<file path="src/rtl/alu_control_seq.sv">
`default_nettype none
// ============================================================================
//  Module      : alu_control_seq
//  Description : ALU control for the multi-cycle RV32IM core. Decodes
//                alu_op/f3/f7 into an ALU function code plus an illegal flag,
//                and sequences iterative M-extension ops through an
//                md_start / stall / op_done handshake.
//  Ports       : clk, rst           clock, synchronous active-high reset
//                op_valid           instruction needs ALU control this cycle
//                alu_op, f3, f7     decode inputs
//                alu_function       ALU function code (15 = mul/div result)
//                illegal            unsupported encoding while op_valid
//                md_start, md_op    launch pulse and latched f3 for mul/div
//                stall, op_done     datapath hold and result-valid pulse
//  Revision    : 1.0  initial release
// ============================================================================
module alu_control_seq #(
    parameter int FUNC_W      = 4,
    parameter int ENABLE_M    = 1,
    parameter int MUL_LATENCY = 4,
    parameter int DIV_LATENCY = 32,
    parameter int CNT_W       = 6
) (
    input  logic              clk,
    input  logic              rst,
    input  logic              op_valid,
    input  logic [1:0]        alu_op,
    input  logic [2:0]        f3,
    input  logic [6:0]        f7,
    output logic [FUNC_W-1:0] alu_function,
    output logic              illegal,
    output logic              md_start,
    output logic [2:0]        md_op,
    output logic              stall,
    output logic              op_done
);

    localparam logic [1:0] c_st_idle = 2'd0;
    localparam logic [1:0] c_st_run  = 2'd1;
    localparam logic [1:0] c_st_done = 2'd2;

    localparam logic [3:0] c_f_add   = 4'd0;
    localparam logic [3:0] c_f_sub   = 4'd1;
    localparam logic [3:0] c_f_and   = 4'd2;
    localparam logic [3:0] c_f_or    = 4'd3;
    localparam logic [3:0] c_f_xor   = 4'd4;
    localparam logic [3:0] c_f_slt   = 4'd5;
    localparam logic [3:0] c_f_sltu  = 4'd6;
    localparam logic [3:0] c_f_sll   = 4'd7;
    localparam logic [3:0] c_f_srl   = 4'd8;
    localparam logic [3:0] c_f_sra   = 4'd9;
    localparam logic [3:0] c_f_mdres = 4'd15;

    // Counter is loaded with latency-1 so that RUN lasts exactly LATENCY cycles.
    localparam logic [CNT_W-1:0] c_mul_cnt = CNT_W'(MUL_LATENCY - 1);
    localparam logic [CNT_W-1:0] c_div_cnt = CNT_W'(DIV_LATENCY - 1);

    logic [1:0]       r_state;
    logic [1:0]       w_state_nxt;
    logic [CNT_W-1:0] r_cnt;
    logic [CNT_W-1:0] w_cnt_nxt;
    logic [2:0]       r_md_op;

    logic [3:0]       w_dec_func;
    logic             w_dec_bad;
    logic             w_dec_m;

    logic [3:0]       w_func;
    logic             w_illegal;
    logic             w_md_start;
    logic             w_stall;
    logic             w_op_done;

    // ------------------------------------------------------------------------
    // Instruction decode (pure combinational, independent of state)
    // ------------------------------------------------------------------------
    always_comb begin
        w_dec_func = c_f_add;
        w_dec_bad  = 1'b0;
        w_dec_m    = 1'b0;
        case (alu_op)
            2'b00: w_dec_func = c_f_add;
            2'b01: begin
                case (f3)
                    3'b000, 3'b001: w_dec_func = c_f_sub;
                    3'b100, 3'b101: w_dec_func = c_f_slt;
                    3'b110, 3'b111: w_dec_func = c_f_sltu;
                    default:        w_dec_bad  = 1'b1;
                endcase
            end
            2'b10: begin
                if (f7 == 7'b0000000) begin
                    case (f3)
                        3'b000:  w_dec_func = c_f_add;
                        3'b001:  w_dec_func = c_f_sll;
                        3'b010:  w_dec_func = c_f_slt;
                        3'b011:  w_dec_func = c_f_sltu;
                        3'b100:  w_dec_func = c_f_xor;
                        3'b101:  w_dec_func = c_f_srl;
                        3'b110:  w_dec_func = c_f_or;
                        default: w_dec_func = c_f_and;
                    endcase
                end else if (f7 == 7'b0100000) begin
                    case (f3)
                        3'b000:  w_dec_func = c_f_sub;
                        3'b101:  w_dec_func = c_f_sra;
                        default: w_dec_bad  = 1'b1;
                    endcase
                end else if (f7 == 7'b0000001 && ENABLE_M != 0) begin
                    w_dec_m    = 1'b1;
                    w_dec_func = c_f_mdres;
                end else begin
                    w_dec_bad = 1'b1;
                end
            end
            default: begin
                // I-type: f7 is imm[11:5] and only qualifies the shift forms.
                case (f3)
                    3'b000: w_dec_func = c_f_add;
                    3'b001: begin
                        if (f7 == 7'b0000000) w_dec_func = c_f_sll;
                        else                  w_dec_bad  = 1'b1;
                    end
                    3'b010: w_dec_func = c_f_slt;
                    3'b011: w_dec_func = c_f_sltu;
                    3'b100: w_dec_func = c_f_xor;
                    3'b101: begin
                        if (f7 == 7'b0000000)      w_dec_func = c_f_srl;
                        else if (f7 == 7'b0100000) w_dec_func = c_f_sra;
                        else                       w_dec_bad  = 1'b1;
                    end
                    3'b110:  w_dec_func = c_f_or;
                    default: w_dec_func = c_f_and;
                endcase
            end
        endcase
        if (w_dec_bad) begin
            w_dec_func = c_f_add;
        end
    end

    // ------------------------------------------------------------------------
    // Sequencer next-state and outputs
    // ------------------------------------------------------------------------
    always_comb begin
        w_state_nxt = r_state;
        w_cnt_nxt   = r_cnt;
        w_func      = w_dec_func;
        w_illegal   = 1'b0;
        w_md_start  = 1'b0;
        w_stall     = 1'b0;
        w_op_done   = 1'b0;
        case (r_state)
            c_st_idle: begin
                w_illegal = op_valid & w_dec_bad;
                if (op_valid && w_dec_m) begin
                    w_md_start  = 1'b1;
                    w_stall     = 1'b1;
                    w_cnt_nxt   = f3[2] ? c_div_cnt : c_mul_cnt;
                    w_state_nxt = c_st_run;
                end
            end
            c_st_run: begin
                w_stall = 1'b1;
                w_func  = c_f_mdres;
                if (r_cnt == '0) begin
                    w_state_nxt = c_st_done;
                end else begin
                    w_cnt_nxt = r_cnt - 1'b1;
                end
            end
            c_st_done: begin
                // New ops are deliberately not accepted here; they wait one cycle.
                w_op_done   = 1'b1;
                w_func      = c_f_mdres;
                w_state_nxt = c_st_idle;
            end
            default: w_state_nxt = c_st_idle;
        endcase
        if (rst) begin
            w_func     = c_f_add;
            w_illegal  = 1'b0;
            w_md_start = 1'b0;
            w_stall    = 1'b0;
            w_op_done  = 1'b0;
        end
    end

    always_ff @(posedge clk) begin
        if (rst) begin
            r_state <= c_st_idle;
            r_cnt   <= '0;
            r_md_op <= 3'b000;
        end else begin
            r_state <= w_state_nxt;
            r_cnt   <= w_cnt_nxt;
            if (w_md_start) begin
                r_md_op <= f3;
            end
        end
    end

    assign alu_function = FUNC_W'(w_func);
    assign illegal      = w_illegal;
    assign md_start     = w_md_start;
    assign md_op        = r_md_op;
    assign stall        = w_stall;
    assign op_done      = w_op_done;

endmodule
`default_nettype wire

</file>
<file path="config.mk">
export PLATFORM = sky130hd
export DESIGN_NAME = alu_control_seq
export DESIGN_NICKNAME = d
export VERILOG_FILES = /design/src/rtl/alu_control_seq.sv
export SDC_FILE = /design/constraint.sdc
export NUM_CORES = 1
export LEC_CHECK = 0
export BUFFER_PORTS_ARGS = -buffer_cell sky130_fd_sc_hd__buf_2
export CAP_MARGIN = 10
export CORE_MARGIN = 2
export CORE_UTILIZATION = 53
export DETAILED_ROUTE_END_ITERATION = 10
export HOLD_SLACK_MARGIN = 0.05
export MAX_ROUTING_LAYER = met4
export PLACE_DENSITY_LB_ADDON = 0.05
export SLEW_MARGIN = 0
export SYNTH_ARGS = -nofsm -noshare
export SYNTH_HDL_FRONTEND = slang
export SYNTH_SLANG_ARGS = --single-unit
</file>
<file path="constraint.sdc">
create_clock -name clk -period 2.4 [get_ports clk]
set_input_delay 0.48 -clock clk [delete_from_list [all_inputs] [get_ports clk]]
set_output_delay 0.48 -clock clk [all_outputs]
set_load 0.02 [all_outputs]
</file>
# After elaboration in Yosys (flattened, before gate mapping)
# Cells that the tools add are included.
op_classes:
  n_bitwise: 1
  muxes: 44
  n_addsub: 1
  n_reduce_logical: 15
  n_eq_ne: 16
ops:
  columns: ["op", "count"]
  rows:
  - ["$pmux W4 S7", 2]
  - ["$mux W4", 8]
  - ["$mux W1", 20]
  - ["$eq A3 B3 Y1 const B", 4]
  - ["$mux W6", 2]
  - ["$pmux W4 S3", 1]
  - ["$pmux W6 S2", 1]
  - ["$reduce_or A2 Y1", 5]
  - ["$pmux W3 S3", 1]
  - ["$pmux W4 S2", 1]
  - ["$eq A7 B1 Y1 const B", 1]
  - ["$eq A7 B6 Y1 const B", 1]
  - ["$logic_not A7 Y1", 1]
  - ["$eq A3 B2 Y1 const B", 2]
  - ["$logic_not A6 Y1", 1]
  - ["$ne A2 B2 Y1 const B", 3]
  - ["$reduce_or A6 Y1", 1]
  - ["$sub A6 B1 Y6 const B", 1]
  - ["$mux W5", 1]
  - ["$eq A2 B1 Y1 const B", 2]
  - ["$eq A2 B2 Y1 const B", 2]
  - ["$logic_not A2 Y1", 2]
  - ["$mux W2", 2]
  - ["$pmux W1 S2", 2]
  - ["10 further kinds", 10]
totals:
  wordCells: 80
  in_bits: 15
  output_inout_bits: 11
  reg_bits: 11

# Depth between registers and ports, before layout
logic_depth:
  depth_word: 9
  depth_mapped: 7

# Worst setup path after synthesis
# OpenSTA, ideal clock, no wires.
synth_path:
  kind: "input to output"
  from: "input port f7[1]"
  to: "output port alu_function[1]"
  path_slack_ns: -0.124
  required_ns: 1.920
  cell_stages: 4
  t_arrival_ns: 2.044
  n_path_buf: 0
  path_cell_list: "or4_1 nor4_1 o21ai_0 a221oi_1"
synth_via:
  elab_chain_len: 8
  elab_cells_between_ends: 21
  classes_between: "eq/ne (2); mux (18); reduce/logical (1)"
synth_lines:
  columns: ["item", "line", "source"]
  rows:
  - ["from (decl)", "29", "input logic [6:0] f7,"]
  - ["$eq A7 B6 Y1 or $eq A7 B1 Y1 (tied branches)", "103, 129, 109", null]
  - ["$mux W1, or another cell as far along", "129", "else if (f7 == 7'b0100000) w_dec_func = c_f_sra;"]
  - ["$mux W1, or another cell as far along", "128", "if (f7 == 7'b0000000) w_dec_func = c_f_srl;"]
  - ["$pmux W1 S2, or another cell as far along", "118", "case (f3)"]
  - ["$pmux W1 S3 or $pmux W4 S3 (tied branches)", "81", "case (alu_op)"]
  - ["$mux W4 *", "137", "if (w_dec_bad) begin"]
  - ["$mux W4 *", "153", "case (r_state)"]
  - ["$mux W4 *", "180", "if (rst) begin"]
  - ["to (decl)", "30", "output logic [FUNC_W-1:0] alu_function,"]
# Mark *: on every way between the ends. The rest lies on a longest branch, timed or not.

# Final worst setup path
layout_path:
  from: "input port f7[1]"
  to: "output port alu_function[0]"
layout_via:
  elab_chain_len: 8
  elab_cells_between_ends: 22
  classes_between: "eq/ne (2); mux (19); reduce/logical (1)"
layout_lines:
  columns: ["item", "line"]
  rows:
  - ["$eq A7 B6 Y1 or $eq A7 B1 Y1 (tied branches)", "103, 129, 109"]
  - ["$mux W4, or another cell as far along", "129"]
  - ["$mux W4, or another cell as far along", "128"]
  - ["$pmux W4 S7, or another cell as far along", "118"]
  - ["$pmux W4 S3 or $pmux W1 S3 (tied branches)", "81"]
  - ["$mux W4 *", "137"]
  - ["$mux W4 *", "153"]
  - ["$mux W4 *", "180"]
# Marks and branches as above.

==> metrics.csv <==
stage,metric,value,unit
sta,worst slew pin tran,399,ps
clock_tree,root buffer cell,clkbuf_4,
finish,Ant. Diodes,0,
outcome,status,"complete, but fails checks",
pwr,Cell Pwr Density,579,nW/um^2
floorplan,num ports,26,
clock_tree,H-tree levels,1,
finish,most frequent cells in the layout,"22 x buf_2, 19 x buf_4, 12 x nor2_1, 11 x dfxtp_1, 9 x nand2_1",
synthesis,syn nets,169,
floorplan,Die Ht,49.4,um
pwr,Peak supply drop,0.341,mV
finish,Area Growth Syn to Fin,30.9,%
sta,Finish-stage setup viols,1,
global_route,initial antenna violation count,0,
floorplan,Core ar.,1960,um^2
worst_hold_path,worst hold-check path type,register to register,
worst_setup_path,Crit Path Class,primary input to output port,
placed_design,pre-CTS setup slack,-154,ps
global_route,GRT Overall Usage,27.5,%
drt,drt pass-1 iters,5,
drt,final WL,3.07,mm
synthesis,yosys warns,0,
synthesis,sequential share of the synthesized area,20.1,%
finish,Nets,205,
global_route,GR Overflow Total,0,
placed_design,post-DP HPWL,2.36,mm
worst_setup_path,CP startpoint kind,primary input,
drt,vias per cell,6.15,
drt,initial DRC count,47,
clock_tree,CTS Buf Count,3,
drt,Final ANT Viol Nets,0,
global_route,pin count of the biggest net entering global routing,17,
clock_tree,buffers inserted by post-CTS timing repair,0,
drt,detailed-route via count,1291,
sta,Max Slew Vio Count,0,
floorplan,Initial Util,55.7,%
floorplan,die footprint,2440,um^2
global_route,first-pass GRT wire length,5.24,mm
sta,shortest period the worst path allows,2420,ps
sta,skew final,11.0,ps
finish,fin area,1430,um^2
sta,Final Cycle Share,101,%
sta,unrepaired setup endpoints after global routing,yes,
worst_setup_path,CP max FO,5,
flow_run,maxcap violations,0,
worst_setup_path,Worst Path Required,1920,ps
clock_tree,CTS tree,yes,
clock_tree,Hold Buf Count CTS,0,
clock_tree,clk sinks,11,
clock_tree,later-pin clock latency in the skew report,270,ps
sta,Fin. Hold Viols,0,
global_route,vias in the first global route,1227,
sta,setup ws final,-23.8,ps
floorplan,row count,16,
finish,"commonest non-fill, non-tap cell in the layout",buf_2,
synthesis,number of flops mapped to enable cells by yosys,0,
synthesis,synthesized cell area,1090,um^2
drt,WL per Instance,14.6,um
synthesis,area share of the largest cell type after synthesis,20.1,%
synthesis,Yosys reg bits,11,
synthesis,Syn Area/Cell,7.39,um^2
synthesis,synth unique cells,45,
worst_setup_path,arrival time at the worst endpoint,1940,ps
sta,hold_ws,482,ps
floorplan,die width,49.4,um
finish,Final Util,73.0,%
synthesis,ys async rst share,0,%
worst_setup_path,CP endpoint kind,output port,
clock_tree,buffer depth of the longest clock path,2,
sta,achievable frequency,413,MHz
outcome,failing checks,setup timing,
clock_tree,Worst-path clk slew,80,ps
synthesis,Synth area leader,dfxtp_1,
placed_design,I/O Buffers,25,
drt,# DRC,0,
finish,share of cells above drive strength 1,33.3,%
placed_design,Placed Area,1350,um^2
synthesis,Cells after Synth,148,
synthesis,ranking of synthesized cells by area,"dfxtp_1 20%, ha_1 6.9%, nor2_1 4.5%, a31oi_1 4.0%, a21oi_1 3.7%",
pwr,Leak Pwr,0.563,nW
sta,slew margin rel.,73.2,%
placed_design,gpl congestion,0.957,
synthesis,Main synth FF type,dfxtp_1,
[state kept, by name, summed over array words and instances (netlist names)]
register and cells:
r_state 2, md_op 3, r_cnt 6
[synthesized netlist by cell type, types with 2 or more instances]
cell type / count
or3_1: 2
nor2b_1: 3
ha_1: 6
a31oi_1: 7
or2_2: 2
nor3_1: 3
clkbuf_1: 8
nor3b_1: 4
nand4b_1: 3
o211ai_1: 2
or4_1: 3
a221oi_1: 2
o21ai_0: 5
dfxtp_1: 11
mux2i_1: 4
o22ai_1: 2
nor4_1: 3
a21oi_1: 8
nand3_1: 4
o21a_1: 4
inv_1: 7
a21o_1: 2
nand2_1: 10
o31a_1: 2
nor2_1: 13
a311oi_1: 2
nand2b_1: 4
o31ai_1: 5
[report_power, final]
group	internal (mW)	switching (mW)	leakage (nW)
Combinational	0.201	0.275	0.458
Clock	0.0642	0.0618	0.0150
Sequential	0.207	0.0200	0.0890
Total	0.472	0.357	0.563
[routing by layer]
layer | track usage [%] | up-vias | share of wire, %
met5 | - | - | 0
met4 | 9.72 | 0 | 1.4
met3 | 5.52 | 4 | 7.9
met2 | 48.9 | 63 | 51
met1 | 30.4 | 591 | 40
li1 | - | 633 | -
[path summary, 6_finish.rpt]
check | startpoint | endpoint | slack (ps) | depth (start not counted)
worst max-delay path | f7[1] | alu_function[0] | -20 | 6
worst min-delay path | r_cnt[5] | r_cnt[5] | 480 | 2
worst max register to register | r_cnt[0] | r_cnt[5] | 500 | 7
worst min register to register | r_cnt[5] | r_cnt[5] | 480 | 2
[worst max-delay path, cell delays in order]
cell and delay (ps):
buf_6 90, or4_4 590, nor2_2 180, nand4b_1 130, a311oi_2 290, buf_4 180
[per-stage QoR]
step                setup TNS, ps  cells  total power, mW
finish                      -23.8    210            0.829
detailed placement           -472    206            0.684
global route                 -177    210            0.897
CTS                         -25.1    210            0.824
floorplan                       0    148            0.541
global placement             -384    206            0.670
[kinds of logic (layout without fill, tap and decap cells)]
| logic type | count (synthesis) | after routing | share of synthesized area (%) |
|---|---|---|---|
| and+or+nand+nor | 61 | 61 | 31.7 |
| AOI/OAI and AO/OA | 46 | 46 | 28.9 |
| buffers and inverters | 18 | 53 | 7.09 |
| DFF | 11 | 11 | 20.1 |
| adders and majority gates | 6 | 6 | 6.86 |
| muxes | 4 | 4 | 3.66 |
| xor gates and xnor gates | 2 | 2 | 1.60 |
[cell type report]
| cell class | count | area, um^2 |
|---|---|---|
| multi-input combinational | 119 | 861 |
| fill | 170 | 531 |
| timing repair buffer | 42 | 264 |
| sequential | 11 | 220 |
| tap | 27 | 33.8 |
| clock buffer | 4 | 26.3 |
| inverter | 7 | 26.3 |
[timing repair]
item | in CTS | in global routing
resized for setup | 6 | 8
pin swaps | 0 | 1
cloned | 0 | 0
setup endpoints to repair | 5 | 6
(Power assumes the default switching activity.)
